===== src/rtl/replay_queue.sv =====
// replay_queue: in-order circular replay buffer that holds each entry for at least MIN_DELAY cycles
module replay_queue #(
  parameter int ENTRY_NUM  = 20,
  parameter int DATA_WIDTH = 64,
  parameter int MIN_DELAY  = 3
) (
  input  logic                             clk,
  input  logic                             rstN,
  input  logic                             flush,
  input  logic                             enqValid,
  output logic                             enqReady,
  input  logic [DATA_WIDTH-1:0]            enqData,
  output logic                             deqValid,
  input  logic                             deqReady,
  output logic [DATA_WIDTH-1:0]            deqData,
  output logic [$clog2(ENTRY_NUM+1)-1:0]   count,
  output logic                             full,
  output logic                             empty
);
  localparam int AW = $clog2(ENTRY_NUM);
  localparam int CW = $clog2(ENTRY_NUM + 1);
  localparam int GW = MIN_DELAY > 0 ? $clog2(MIN_DELAY + 1) : 1;
  localparam logic [GW-1:0] AGE_MAX = GW'(MIN_DELAY);
  localparam logic [AW-1:0] LAST = AW'(ENTRY_NUM - 1);

  logic [AW-1:0]         head_q, head_d, tail_q, tail_d;
  logic [CW-1:0]         count_q, count_d;
  logic [DATA_WIDTH-1:0] data_q [ENTRY_NUM];
  logic [GW-1:0]         age_q  [ENTRY_NUM];
  logic [GW-1:0]         age_d  [ENTRY_NUM];
  logic                  enq_fire, deq_fire;

  assign full     = count_q == CW'(ENTRY_NUM);
  assign empty    = count_q == '0;
  assign count    = count_q;
  assign enqReady = !full && !flush;
  // ages saturate at MIN_DELAY, so equality is the same test as >=
  assign deqValid = !empty && age_q[head_q] == AGE_MAX && !flush;
  assign deqData  = data_q[head_q];
  assign enq_fire = enqValid && enqReady;
  assign deq_fire = deqValid && deqReady;

  always_comb begin
    head_d  = flush ? '0 : deq_fire ? (head_q == LAST ? '0 : head_q + 1'b1) : head_q;
    tail_d  = flush ? '0 : enq_fire ? (tail_q == LAST ? '0 : tail_q + 1'b1) : tail_q;
    count_d = flush ? '0 : count_q + CW'(enq_fire) - CW'(deq_fire);
    for (int i = 0; i < ENTRY_NUM; i++)
      age_d[i] = (enq_fire && tail_q == AW'(i)) ? '0 :
                 age_q[i] == AGE_MAX ? age_q[i] : age_q[i] + 1'b1;
  end

  always_ff @(posedge clk or negedge rstN) begin
    if (!rstN) begin
      head_q  <= '0;
      tail_q  <= '0;
      count_q <= '0;
    end else begin
      head_q  <= head_d;
      tail_q  <= tail_d;
      count_q <= count_d;
    end
  end

  always_ff @(posedge clk) begin
    age_q <= age_d;
    if (enq_fire) data_q[tail_q] <= enqData;
  end
endmodule


===== config.mk =====
export PLATFORM = sky130hd
export DESIGN_NAME = replay_queue
export DESIGN_NICKNAME = d
export VERILOG_FILES = /design/src/rtl/replay_queue.sv
export SDC_FILE = /design/constraint.sdc
export NUM_CORES = 1
export LEC_CHECK = 0
export BUFFER_PORTS_ARGS = -buffer_cell sky130_fd_sc_hd__buf_4
export CORE_MARGIN = 2
export CORE_UTILIZATION = 60
export DETAILED_ROUTE_END_ITERATION = 8
export HOLD_SLACK_MARGIN = 0.12
export PLACE_DENSITY = 0.84
export SYNTH_ARGS = -nofsm -noshare
export SYNTH_HDL_FRONTEND = slang
export SYNTH_SLANG_ARGS = --single-unit

===== constraint.sdc =====
create_clock -name clk -period 16.7 [get_ports clk]
set_input_delay 0.835 -clock clk [delete_from_list [all_inputs] [get_ports clk]]
set_output_delay 0.835 -clock clk [all_outputs]
set_load 0.1 [all_outputs]

==> impl_metrics.ini <==
[floorplan]
die_w_microns = 296.4
die_area_sq_um = 87880
fp.dieH_microns = 296.4
initial_core_util = 0.6036
io_pins = 142
core_area_sq_um = 85010
rows = 107

[worst_setup_path]
rr_endpoint = count[4]
r2r_slack_ns = 11.02
slowest_delay_ns = 1.10
cp.required_ns = 15.87
r2r_cells = 15
crit_chain = buf_4, buf_12, nand4_1, and3_1, a221oi_4, nand2_1, a211oi_1, buf_4
end_kind = primary output
crit_fanout = 112
crit_top_cell = buf_4
start_kind = flop
critPathBufInv = 3
critPathKind = flop to primary output
worstPathArrival_ns = 5.18
r2r-start = head_q[0]
cp_slowest_cell = dfrtp_4
crit_family = buffers and inverters

[worst_hold_path]
whs_endpoint = data_q[3][27]
hold_path.startpoint = enqData[27]
hp-class = input port to flop
holdPathStages = 1

[sta]
hold_ws_ns = 0.4229
skew_ns = 0.03028
post-route-period-util = 0.3603
worstMarginPinSlew_ns = 1.193
tns_ns = 0
min_period_ns = 6.018
fmax_ghz = 0.1662
finalHoldViolations = 0
drv_slew = 0
setup_violations = 0
rsz0062_at_grt = false
max-slew-margin-rel = 0.2049

[pwr]
clkPwrFrac = 0.296
power.internal_mw = 6.562
seqPwrFrac = 0.389
cellLeakagePower_nw = 18.52
share_comb_of_total_power = 0.314
switchingPower_mw = 3.444
power.density_nw_per_um2 = 172.1
switching_share = 0.3442
ir_worst_vdd_mv = 0.1656

[final_layout]
final_cells = 3749
multi_input_area_sq_um = 11270
fill_cells = 4837
final_nets = 2597
drive_gt1_frac = 0.3049
final_area_sq_um = 58130
regArea_sq_um = 39630
syn_to_final_growth_pct = 13.28

[clocking]
clkTransAtPathRegs_ns = 0.06
cts_buffer_depth = 3
numCtsBuffers = 132
clock_latency_ns = 0.73
cts_sinks = 1335
cts_tree = built
cts_max_level = 4
root_buffer = clkbuf_16

[global_routing]
grt_usage = 0.3003
grt_pass1_vias = 26949
grt_start_max_net_pins = 113
antenna_found_initial = 3
overflow = 0
grt_pass1_wl_mm = 184.4

[drt]
wl_per_cell_microns = 34.17
drt-total-wl_mm = 128.1
drtIter0Drc = 3522
vias_per_cell = 6.752
final_antenna_net_count = 0
first_pass_iters = 5
dr_total_vias = 25315
drc = 0

[synth]
synthDistinctLibCells = 49
synth_edf_count = 1280
synth.avg_cell_area_sq_um = 22.50
synth_compound_area_frac = 0.004267
yosys-mux-area-fraction = 0.1746
synth.most_common_cell = edfxtp_1
ys_seq_elements = 1335
synth_top_family_by_area = multiplexers
yosys.area_share.simple = 0.02611
yosys-top-cells-count = edfxtp_1 (1280), mux4_2 (387), nand2_1 (214)
synthXorXnorAreaFrac = 0.004096
syn_nets = 2383
ys.flop_type = edfxtp_1
yosysWarnings = 0
ys_top_cells_by_area = edfxtp_1 (75%), mux4_2 (17%), nand2_1 (1.6%)
synth_area_leader_cell = edfxtp_1
synthCells = 2281
synth_seq_area_share = 0.7720
synth_top_area_share = 0.7491
synthAdderAreaFrac = 0.008193
syn_area_sq_um = 51310
synthArstFlopShare = 0.01124

[job]
cap_violations = 0

[place]
dp_cells = 3504
dpl-instance-area_sq_um = 53820
portBuffers = 141
hpwlAfterDp_mm = 59.76
gp_congestion = 0.7374

[run_status]
status = finished, final reports clean
## layout by cell type (no fill, tap or decap), types with 6 or more instances in the layout
cell type,count
edfxtp_1,1280
mux4_2,387
nand2_1,214
buf_4,188
clkbuf_16,136
nor2_1,49
dfxtp_1,40
clkbuf_1,33
ha_1,32
mux2i_1,22
xor2_1,21
clkinv_1,21
clkinv_2,20
inv_1,14
bufinv_16,13
nor2_4,12
dfrtp_1,10
nand3_1,8
a21oi_1,7
nor2b_1,6
inv_6,6
## power by group through the flow
stage	Clock [mW]	Sequential [mW]	Combinational (mW)
after floorplan	0	3.89	2.45
after global routing	3.09	3.90	3.28
after detailed placement	0	3.96	3.09
after CTS	2.98	3.89	3.16
final	2.97	3.89	3.15
after global placement	0	3.94	3.00
## per-stage QoR
stage          power [mW]  setup slack, ns  utilization
2_1_floorplan       6.342            8.987            -
3_3_place_gp        6.944            11.09       0.6331
3_5_place_dp        7.045            11.00       0.6331
4_1_cts             10.04            10.48       0.6836
5_1_grt             10.28            10.29       0.6837
6_report            10.01            10.68       0.6837
## worst register-to-register path, cell delays in order (launching register included)
cell,delay (ns)
dfrtp_4,1.10
buf_4,0.74
buf_12,0.70
nand4_1,0.31
and3_1,0.28
a221oi_4,0.42
nand2_1,0.18
a21boi_0,0.27
ha_1,0.16
inv_1,0.04
ha_1,0.20
fa_1,0.44
a21oi_1,0.17
nor2_1,0.07
or3_1,0.34
a21oi_1,0.17
## state kept, by name (all words and copies together), names as in the netlist
signal and count:
age_q 40, count 5, data_q 1280, head_q 5, tail_q 5
## layer usage
layer,global-route usage,routed length (microns)
met5,0,13
met4,0.1334,5708
met3,0.05895,12960
met2,0.5099,66640
met1,0.3810,42790
## how the worst max path moves through the flow
stage                         start           end  slack, ns  depth (start not counted)
after floorplan            count[1]  data_q[0][0]       8.99                          4
after global placement    head_q[0]      count[4]      11.09                         15
after detailed placement  head_q[0]      count[4]      11.00                         15
after CTS                 head_q[0]      deqValid      10.48                          8
after global routing      head_q[0]      deqValid      10.29                          8
final                     head_q[0]      deqValid      10.68                          8
## repair_timing
| action | CTS | global route |
|---|---|---|
| hold buffers | 1 | 0 |
| setup buffers | 0 | 0 |
| hold endpoints to repair | 15 | 0 |
| gates resized for setup | 0 | 0 |
## kinds of logic after synthesis
family | count (synthesis)
compound gates | 29
xor+xnor | 24
fa+ha+maj | 33
buf+inv | 126
mux | 411
flops | 1335
simple gates | 323
## layout make-up
type	instances	area share
clock inverters	71	0.01302
flip-flops and latches	1335	0.6818
repair buffers	190	0.02480
clock buffers	169	0.06068
well taps	1144	0.02462
multi-input cells	820	0.1939
diodes	4	0.0001722
inverters	16	0.001033
Note: power is estimated with default switching activity, not from simulation.
